[src/rtl/cska_mp_seq.sv]
// Multi-precision add/subtract sequencer.
// Streams two W-bit operands (W = WORD*WORDS) one word per cycle through an
// external combinational WORD-bit adder, least-significant word first,
// rippling the carry through a local carry register. The result is then
// presented with a valid/ready handshake.
module cska_mp_seq #(
  parameter int WORD  = 32,
  parameter int WORDS = 4
) (
  input  logic                  clk,
  input  logic                  rst,
  // request side
  input  logic                  in_valid,
  output logic                  in_ready,
  input  logic [WORD*WORDS-1:0] op_a,
  input  logic [WORD*WORDS-1:0] op_b,
  input  logic                  sub,
  // result side
  output logic                  out_valid,
  input  logic                  out_ready,
  output logic [WORD*WORDS-1:0] result,
  output logic                  carry_out,
  output logic                  overflow,
  // external word adder
  output logic [WORD-1:0]       add_a,
  output logic [WORD-1:0]       add_b,
  output logic                  add_cin,
  input  logic [WORD-1:0]       add_sum,
  input  logic                  add_cout
);

  // A single-word operation still needs a one-bit index register.
  localparam int IDX_W = (WORDS > 1) ? $clog2(WORDS) : 1;
  localparam logic [IDX_W-1:0] LAST_IDX = IDX_W'(WORDS - 1);

  typedef enum logic [1:0] {
    IDLE,
    RUN,
    DONE
  } state_t;

  state_t state_q;
  state_t state_d;

  // Operands and result are held as word arrays so the current word is
  // selected by plain indexing with the word counter.
  logic [WORDS-1:0][WORD-1:0] a_q;
  logic [WORDS-1:0][WORD-1:0] b_q;
  logic [WORDS-1:0][WORD-1:0] res_q;
  logic                       sub_q;
  logic [IDX_W-1:0]           idx_q;
  logic                       carry_q;
  logic                       cout_q;
  logic                       ovf_q;

  logic accept;
  logic last_word;
  logic a_msb;
  logic beff_msb;

  assign accept    = (state_q == IDLE) && in_valid;
  assign last_word = (state_q == RUN) && (idx_q == LAST_IDX);

  // Sign bits of A and of the effective (possibly inverted) B.
  assign a_msb    = a_q[WORDS-1][WORD-1];
  assign beff_msb = b_q[WORDS-1][WORD-1] ^ sub_q;

  assign result    = res_q;
  assign carry_out = cout_q;
  assign overflow  = ovf_q;

  // State register.
  always_ff @(posedge clk or posedge rst) begin
    // NOTE: clocked state uses non-blocking assignments so every register
    // samples the pre-edge values regardless of statement order.
    if (rst) begin
      state_q <= IDLE;
    end else begin
      state_q <= state_d;
    end
  end

  // Next-state decode, handshake outputs and adder drives.
  always_comb begin
    // NOTE: every output of this block gets a default first so no path
    // leaves a signal unassigned, which would infer a latch.
    state_d   = state_q;
    in_ready  = 1'b0;
    out_valid = 1'b0;
    add_a     = '0;
    add_b     = '0;
    add_cin   = 1'b0;
    unique case (state_q)
      IDLE: begin
        in_ready = 1'b1;
        if (in_valid) begin
          state_d = RUN;
        end
      end
      RUN: begin
        add_a   = a_q[idx_q];
        add_b   = b_q[idx_q] ^ {WORD{sub_q}};
        // Word 0 takes the operation carry-in (1 completes the two's
        // complement of B); later words take the rippled carry.
        add_cin = (idx_q == '0) ? sub_q : carry_q;
        if (idx_q == LAST_IDX) begin
          state_d = DONE;
        end
      end
      DONE: begin
        out_valid = 1'b1;
        if (out_ready) begin
          state_d = IDLE;
        end
      end
      default: begin
        state_d = IDLE;
      end
    endcase
  end

  // Operand capture on acceptance; held untouched until the next request.
  always_ff @(posedge clk) begin
    // NOTE: the operand registers are deliberately left out of reset: they
    // are always loaded on acceptance before anything reads them, and
    // keeping them reset-free keeps a wide register bank cheap.
    if (accept) begin
      a_q   <= op_a;
      b_q   <= op_b;
      sub_q <= sub;
    end
  end

  // Word-serial datapath: result words, carry ripple, word index and flags.
  always_ff @(posedge clk or posedge rst) begin
    if (rst) begin
      res_q   <= '0;
      idx_q   <= '0;
      carry_q <= 1'b0;
      cout_q  <= 1'b0;
      ovf_q   <= 1'b0;
    end else if (accept) begin
      // Clear the result so words not yet written read as zero during RUN.
      res_q   <= '0;
      idx_q   <= '0;
      carry_q <= 1'b0;
    end else if (state_q == RUN) begin
      res_q[idx_q] <= add_sum;
      carry_q      <= add_cout;
      if (last_word) begin
        idx_q  <= '0;
        cout_q <= add_cout;
        // Signed overflow: operands agree in sign but the sum does not.
        ovf_q  <= (a_msb == beff_msb) && (add_sum[WORD-1] != a_msb);
      end else begin
        idx_q <= idx_q + IDX_W'(1);
      end
    end
  end

endmodule

[config.mk]
export PLATFORM = sky130hd
export DESIGN_NAME = cska_mp_seq
export DESIGN_NICKNAME = d
export VERILOG_FILES = /design/src/rtl/cska_mp_seq.sv
export SDC_FILE = /design/constraint.sdc
export NUM_CORES = 1
export LEC_CHECK = 0
export ABC_AREA = 1
export BUFFER_PORTS_ARGS = -buffer_cell sky130_fd_sc_hd__buf_2
export CAP_MARGIN = 25
export CORE_AREA = 2 2 192 194
export CTS_CLUSTER_SIZE = 24
export DETAILED_ROUTE_END_ITERATION = 8
export DIE_AREA = 0 0 194 196
export PLACE_DENSITY_LB_ADDON = 0.15
export SLEW_MARGIN = 10
export SYNTH_ARGS = -nofsm -noshare
export SYNTH_HDL_FRONTEND = slang
export SYNTH_SLANG_ARGS = --single-unit
[constraint.sdc]
create_clock -name clk -period 14.3 [get_ports clk]
set_clock_uncertainty 0.05 [all_clocks]
set_input_delay 1.43 -clock clk [delete_from_list [all_inputs] [get_ports clk]]
set_output_delay 1.43 -clock clk [all_outputs]
set_load 0.01 [all_outputs]
==> results of run 1 <==
==> layer usage <==
metal / part of all wire (%) / up-vias
li1: - / 5848
met4: 3.5 / 12
met1: 39 / 5696
met3: 8.1 / 97
met2: 49 / 495
met5: 0.17 / -
==> logic make-up after synthesis <==
kind of cell	after synthesis	synth area share, %
xor+xnor	2	0.111
buf+inv	203	5.59
flops	392	70.0
simple gates	563	15.3
compound gates	266	8.49
fa+ha+maj	6	0.474
==> worst reg2reg max path, stage by stage, from the launching register on <==
cell and delay, ns:
dfrtp_4 0.77, inv_4 0.51, buf_4 0.76, ha_1 0.71, buf_4 0.40, nand3_1 0.16, o21ai_0 0.14
==> power by group <==
part | switching, mW | internal, mW
combinational | 1.04 | 0.469
clock | 0.436 | 0.595
sequential | 0.122 | 1.52
total | 1.60 | 2.58
==> flip-flops by register name, summed over array words and instances (netlist names) <==
signal / cells
a_msb: 1
a_q: 127
b_q: 128
carry_out: 1
carry_q: 1
idx_q: 2
overflow: 1
result: 128
state_q: 2
sub_q: 1
==> final cells by class <==
cell class	count	area (um2)
inverter	108	418
clock buffer	61	1230
timing repair buffer	505	2590
fill	3205	16200
tap	468	586
sequential	392	11100
clock inverter	15	73.8
multi-input combinational	837	3870
antenna	12	30.0
==> stage by stage <==
stage,utilization [%],power [mW]
final,55.1,4.18
after global routing,55.1,4.45
after CTS,54.9,4.22
after detailed placement,51.3,3.18
after global placement,51.3,3.16
after floorplan,-,2.64
==> layout by cell type, fill, tap and decap left out, types with 3 or more instances in the layout <==
cell type	netlist	layout
a21oi_1	65	65
ha_1	6	6
clkbuf_8	0	4
nand3_1	224	224
clkbuf_16	0	45
nand2_1	172	172
inv_1	106	103
o22ai_1	3	3
clkbuf_1	25	12
clkinv_1	0	6
buf_4	14	13
buf_2	39	490
nor2_1	159	159
diode_2	0	12
o21ai_0	166	166
edfxtp_1	257	257
dfrtp_1	135	133
clkinv_2	0	8
o21ai_1	29	29
==> worst max path at each step <==
stage                               from               to  slack [ns]
floorplan                       in_valid  a_msb$_DFFE_PP_        6.83
global placement    idx_q[0]$_DFFE_PP0P_         add_a[1]       10.05
detailed placement  idx_q[0]$_DFFE_PP0P_        add_b[30]       10.05
CTS                 idx_q[0]$_DFFE_PP0P_        add_a[25]        9.44
global route        idx_q[0]$_DFFE_PP0P_        add_b[25]        9.24
finish              idx_q[0]$_DFFE_PP0P_        add_a[16]        9.51
==> flow_results.org, run 1 <==
** Worst setup path
- R2r endpoint :: result[26]$_DFFE_PP0P_
- Traced cell by cell, the critical path runs through inv_4, buf_4, o21ai_0, a21oi_1, buf_2.
- For this design, the slowest cell found on the critical path is dfrtp_4.
- Counting both buffers and inverters, the worst setup path holds a total of 3.
- Nature of the critical path startpoint :: register
- Crit-path leading delay family :: buffers and inverters
- Setup slack on the worst reg-to-reg path comes out at 10.71 ns.
- The number of cells on the worst reg-to-reg path is 6.
- The worst setup path is of the register to output pin kind.
- In this run the critical register-to-register path is launched from idx_q[0]$_DFFE_PP0P_.
- Crit end category :: output pin
- Total stage count of the critical path :: 5
- STA puts the critical path data arrival time at 3.31 ns.
- In this design, the stage delay of the slowest critical-path cell is 0.77 ns.
- Along the worst path, the maximum fanout reaches 90.
- At the worst endpoint, the required time is 12.82 ns.

** Floorplanning
- Area of the core region :: 0.0361 mm2
- Measured along the y axis, the die boundary spans 196 um.
- Overall die area :: 0.0380 mm2
- Number of ports placed on the die boundary :: 491
- Rows :: 70
- Die extent in x :: 194 um
- The initial utilization of the core area, before any placement, comes to 43.9%.

** Hold path
- For hold timing, the worst endpoint is overflow$_DFFE_PP0P_.
- Start point of the worst min-delay path :: overflow$_DFFE_PP0P_
- Hold WC Path Type :: register to register
- The worst hold path passes through 2 cells.

** Global routing
- Overflow after GRT :: 0
- The via count of the first global-routing pass is 12,000.
- The number of antenna violations at the first check in global routing is 18.
- Pin count of the biggest net entering global routing :: 100
- The first global-routing pass estimated 69.6 mm of wire.
- Overall track demand over capacity in global routing :: 23.7%
- Global-route track usage on met2 :: 39.2%
- For met1 alone, demand over resource in global routing was 29.6%.
- GR Util met3 :: 5.90%
- In this run the most used layer during global routing was met2.

** Detailed routing
- Routed vias :: 12,100
- Total wire length :: 45.7 mm
- For this run, the detailed router's first-pass iteration total came to 5.
- Mean routed wirelength per cell :: 19.1 um
- In the routed design, unresolved DRC markers number 0.
- Number of violations reported at the end of detailed-routing iteration 0 :: 727
- Remaining antenna violation count :: 0
- Via-to-Cell Ratio :: 5.07

** Final layout
- Relative to the synthesized area, the layout overhead comes to 25.5%.
- Summing all non-filler instances in the final layout gives an area of 0.0199 mm2.
- After the flow finishes, the layout carries non-filler instances totaling 2,398.
- Cells with a size suffix above 1 make up 30.2% of the layout.
- For this run, the post-layout net count is 2,187.

** Logic synthesis
- Post-Syn Nets :: 1,732
- Synth Cell Area :: 0.0158 mm2
- Number of distinct library cells after synthesis :: 26
- After synthesis the netlist holds a flip-flop and latch count of 392.
- Yosys instantiated no cell more often than edfxtp_1.
- For this run, the register share of the synthesized area comes to 70.0%.
- In the post-synthesis netlist, the biggest area contributors are edfxtp_1, dfrtp_1, nand3_1.
- By count the netlist is led by edfxtp_1, nand3_1, nand2_1, o21ai_0, nor2_1.
- Counting every instance in the synthesized netlist gives 1,432.
- Number of synthesis warnings :: 0
- Fraction of registers with async set or reset after synthesis :: 34.4%
- Summed over its instances, the top area cell type makes up 48.7% of the synthesized netlist area.
- Yosys mapped a number of flops with a built-in enable equal to 257.
- A synthesized cell averages 11.1 um2.
- edfxtp_1 takes more of the synthesized area than any other cell.
- For this run, the leading register cell type out of synthesis is edfxtp_1.

** Clock network
- Total clock buffers created by CTS :: 43
- After clock tree synthesis, the setup repair step added 0 buffers.
- In this run, post-CTS repair resized a total of 0 instances.
- For this design, the sink count on the clock tree is 392.
- H-tree level count :: 2
- CTS Root Buffer Type :: clkbuf_16
- In this run, post-CTS hold repair placed 0 buffers.
- The clock passes through at most 3 buffers.
- The later pin in the worst-skew pair is clocked with a latency of 0.55 ns.
- Clock-pin slew was measured on the worst setup and hold paths at 0.06 ns.
- Clock tree from TritonCTS :: yes

** Timing
- The number of slew-limit violations in the final report is 0.
- After routing, the total negative slack on setup checks comes to 0 ns.
- Relative slew margins :: 36.2%
- Setup repair after global routing missed its margin :: false
- Timing would allow up to 0.209 GHz.
- The worst path meets setup with 9.51 ns of slack.
- Finish-stage setup viols :: 0
- Final worst-path cycle share :: 33.5%
- Hold WS :: 0.429 ns
- At the pin with the least slew margin, the transition time is 0.957 ns.
- Final Hold Viols :: 0
- Counting I/O delays and the setup requirement, the final critical path takes 4.79 ns.

** Outcome
- The flow ran to the end, and the final reports show no timing, DRC or antenna violations.

** Flow run
- Max Cap Violations :: 0

** Placement
- Worst slack at placement :: 10.05 ns
- Summed over all nets, the half-perimeter wirelength after detailed placement is 30.2 mm.
- Gpl congestion :: 0.808
- Placed Area :: 0.0185 mm2
- # placed instances :: 2,308
- In this run the tool buffered the top-level ports with 490 buffer cells.

** Power and ir drop
- In this run the power density over the cells is 210 mW/mm2.
- Highest ir drop seen on vdd :: 0.157 mV
- Leak pwr :: 8.86 nW
Note: power is estimated with default switching activity, not from simulation.
==> run 2, diff against run 1 <==
==> constraint.sdc (replaced) <==
create_clock -name clk -period 4.94 [get_ports clk]
set_clock_uncertainty 0.05 [all_clocks]
set_input_delay 0.494 -clock clk [delete_from_list [all_inputs] [get_ports clk]]
set_output_delay 0.494 -clock clk [all_outputs]
set_load 0.01 [all_outputs]
==> flow_results.org, run 2 (synthesized netlist as in run 1, its figures left out) <==
** Clock network
- The tree is rooted in a clkbuf_16.
- Post_cts resized :: 0 (unchanged)
- Clock tree from TritonCTS :: yes
- The CTS H-tree depth came to 2 (unchanged).
- Clock Tree Buf Depth :: 3 (unchanged)
- The post-CTS setup repair buffer count came to 0 (unchanged).
- The total of hold buffers inserted after clock tree synthesis came to 0 (unchanged).
- Number of sinks on the clock net :: 392 (unchanged)
- Clock network latency to the later pin of the worst-skew pair :: 0.54 ns (about the same)
- The clock transition at the registers of the reported paths came to 0.06 ns (about the same).
- Total clock buffers created by CTS :: 42 (-2.3%)

** Placement
- The number of instances in the placed design is 2,316 (+0.35%).
- Buffers added on ports :: 490 (unchanged)
- Dpl hpwl :: 30.2 mm (about the same)
- The routability congestion estimate from global placement is 0.829 (+2.6%).

** Detailed routing
- The ratio of routed vias to standard cells came to 5.10 (+0.62%).
- Number of violations reported at the end of detailed-routing iteration 0 :: 762 (+4.8%)
- Length of the first detailed-routing pass in iterations :: 5 (unchanged)
- The number of nets still failing antenna checks after routing is 0 (unchanged).
- The average detailed-routed wire length per instance was 18.8 um (-1.2%).
- DRC Markers :: 0 (unchanged)
- The total routed wirelength is 45.4 mm (-0.64%).
- Routed vias :: 12,300 (+1.2%)

** Worst setup path
- Crit end category :: output pin
- Worst endpoint required time :: 4.40 ns (-8.42 ns)
- The startpoint identified for the worst register-to-register timing path is idx_q[0]$_DFFE_PP0P_.
- Minimum setup slack among reg-to-reg paths :: 1.98 ns (-8.73 ns)
- By startpoint and endpoint, the worst setup path is classified as register to output pin.
- The endpoint arrival time on the critical path was 2.97 ns (-0.34 ns).
- Tracing the worst setup path back leads to its startpoint at idx_q[0]$_DFFE_PP0P_.
- The largest fanout of any net on the critical path came to 69 (-23%).
- The worst setup path is launched from a register.

** Timing
- Dividing the final minimum period by the clock period gives 71.1%.
- The count of endpoints failing hold in the final timing report is 0 (unchanged).
- The worst path in the final design needs a cycle of 3.51 ns, including I/O delays and setup.
- Relative slew margins :: 33.9% (-2.2 points)
- Fin. max-slew vios :: 0 (unchanged)
- Maximum clock rate :: 0.285 GHz
- Setup repair after global routing left no endpoint under its margin.
- The number of failing setup endpoints in the final timing report is 0 (unchanged).
- Tightest Pin Transition :: 0.991 ns (+0.0337 ns)

** Final layout
- In the layout the commonest cells are buf_2, edfxtp_1, nand3_1.
- The library cell used most frequently in the layout, excluding fill and tap cells, is buf_2.
- Area Growth Syn to Fin :: 26.2%
- The share of post-route cells with drive strength above 1 was 30.4% (+0.17 points).
- The post-layout instance count excluding filler cells is 2,411 (+0.54%).
- The final core utilization is 55.4% (+0.28 points).
- The number of nets in the layout came to 2,194 (+0.32%).

** Global routing
- The number of antenna violations at the first check in global routing was 25 (+7).
- The wire length of the first global-routing pass is 68.6 mm (-1.3%).
- Pin count of the biggest net entering global routing :: 176 (+76%)
- The overflow left after global routing is 0 (unchanged).
- The via count of the first global-routing pass was 12,100 (+0.96%).
- The overall routing resource usage was 23.4% (-0.33 points).

** Hold path
- Start point of the worst min-delay path :: op_a[111]
- The tightest min-delay check is of the input port to register type.

** Flow run
- Max Cap Violations :: 0 (unchanged)

** Floorplanning
- Vertical extent of the die :: 196 um (unchanged)
- Area of the core region :: 0.0361 mm2 (unchanged)
- The total number of placement rows is 70 (unchanged).
- Initial core utilization :: 43.9% (unchanged)
- The die footprint is 0.0380 mm2 (unchanged).
- The top-level port count came to 491 (unchanged).
- Die extent in x :: 194 um (unchanged)

** Power and ir drop
- Pwr/cell area :: 607 mW/mm2 (+190%)
- The maximum VDD drop is 0.376 mV (+140%).
- Leak pwr :: 8.90 nW (+0.40%)

** Outcome
- The run finished with clean final reports.
-- run 2: changes by cell type in the layout (fill, tap and decap cells not counted), moves of 2 or more --
| cell | change |
|---|---|
| buf_4 | +6 |
| clkinv_2 | -2 |
| clkinvlp_4 | +2 |
| diode_2 | +7 |
| inv_8 | -2 |
-- run 2: path summary, 6_finish.rpt --
path                                                 to  cells past startpoint
worst max register to register     overflow$_DFFE_PP0P_                      7
min in group asynchronous       result[116]$_DFFE_PP0P_                      2
worst max-delay path                          add_b[23]                      7
max in group asynchronous          idx_q[0]$_DFFE_PP0P_                      3
worst min register to register    carry_out$_DFFE_PP0P_                      2
worst min-delay path                 a_q[111]$_DFFE_PP_                      1
-- run 2: layout make-up --
cell class | instances | area (um2)
antenna | 19 | 47.5
clock buffer | 62 | 1240
clock inverter | 12 | 55.1
fill | 3227 | 16100
inverter | 108 | 413
multi-input combinational | 837 | 3880
sequential | 392 | 11100
tap | 468 | 586
timing repair buffer | 513 | 2680
-- run 2: worst max-delay path: stages, from the launching register on --
cell and delay, ns:
dfrtp_4 0.41, buf_4 0.55, buf_4 0.75, nand2_1 0.10, nand3_1 0.14, a21oi_1 0.08, nor2_1 0.19, buf_2 0.16
-- run 2: where the power goes --
| part | internal, mW | switching [mW] | total [mW] |
|---|---|---|---|
| combinational | 1.39 | 3.08 | 4.47 |
| clock | 1.73 | 1.26 | 2.99 |
| sequential | 4.40 | 0.276 | 4.68 |
-- run 2: through the flow --
| stage | instance area, um2 | hold slack [ns] | power (mW) | setup slack [ns] | setup TNS, ns |
|---|---|---|---|---|---|
| final | 20000 | 0.0712 | 12.1 | 1.43 | 0 |
| after global routing | 20000 | 0.0457 | 12.9 | 1.20 | 0 |
| after CTS | 19900 | 0.0432 | 12.3 | 1.34 | 0 |
| after detailed placement | 18600 | 0.418 | 9.27 | 1.94 | 0 |
| after global placement | 18600 | 0.415 | 9.17 | 1.96 | 0 |
| after floorplan | 15900 | 0.440 | 7.62 | -0.168 | -43.10 |
-- run 2: metal layers --
| layer | global-route usage (%) | vias to the layer above | part of all wire [%] |
|---|---|---|---|
| li1 | - | 5867 | - |
| met1 | 28.7 | 5826 | 39 |
| met2 | 39.0 | 481 | 49 |
| met3 | 6.57 | 108 | 8.3 |
| met4 | 9.74 | 8 | 3.4 |
| met5 | 0 | - | 0.10 |
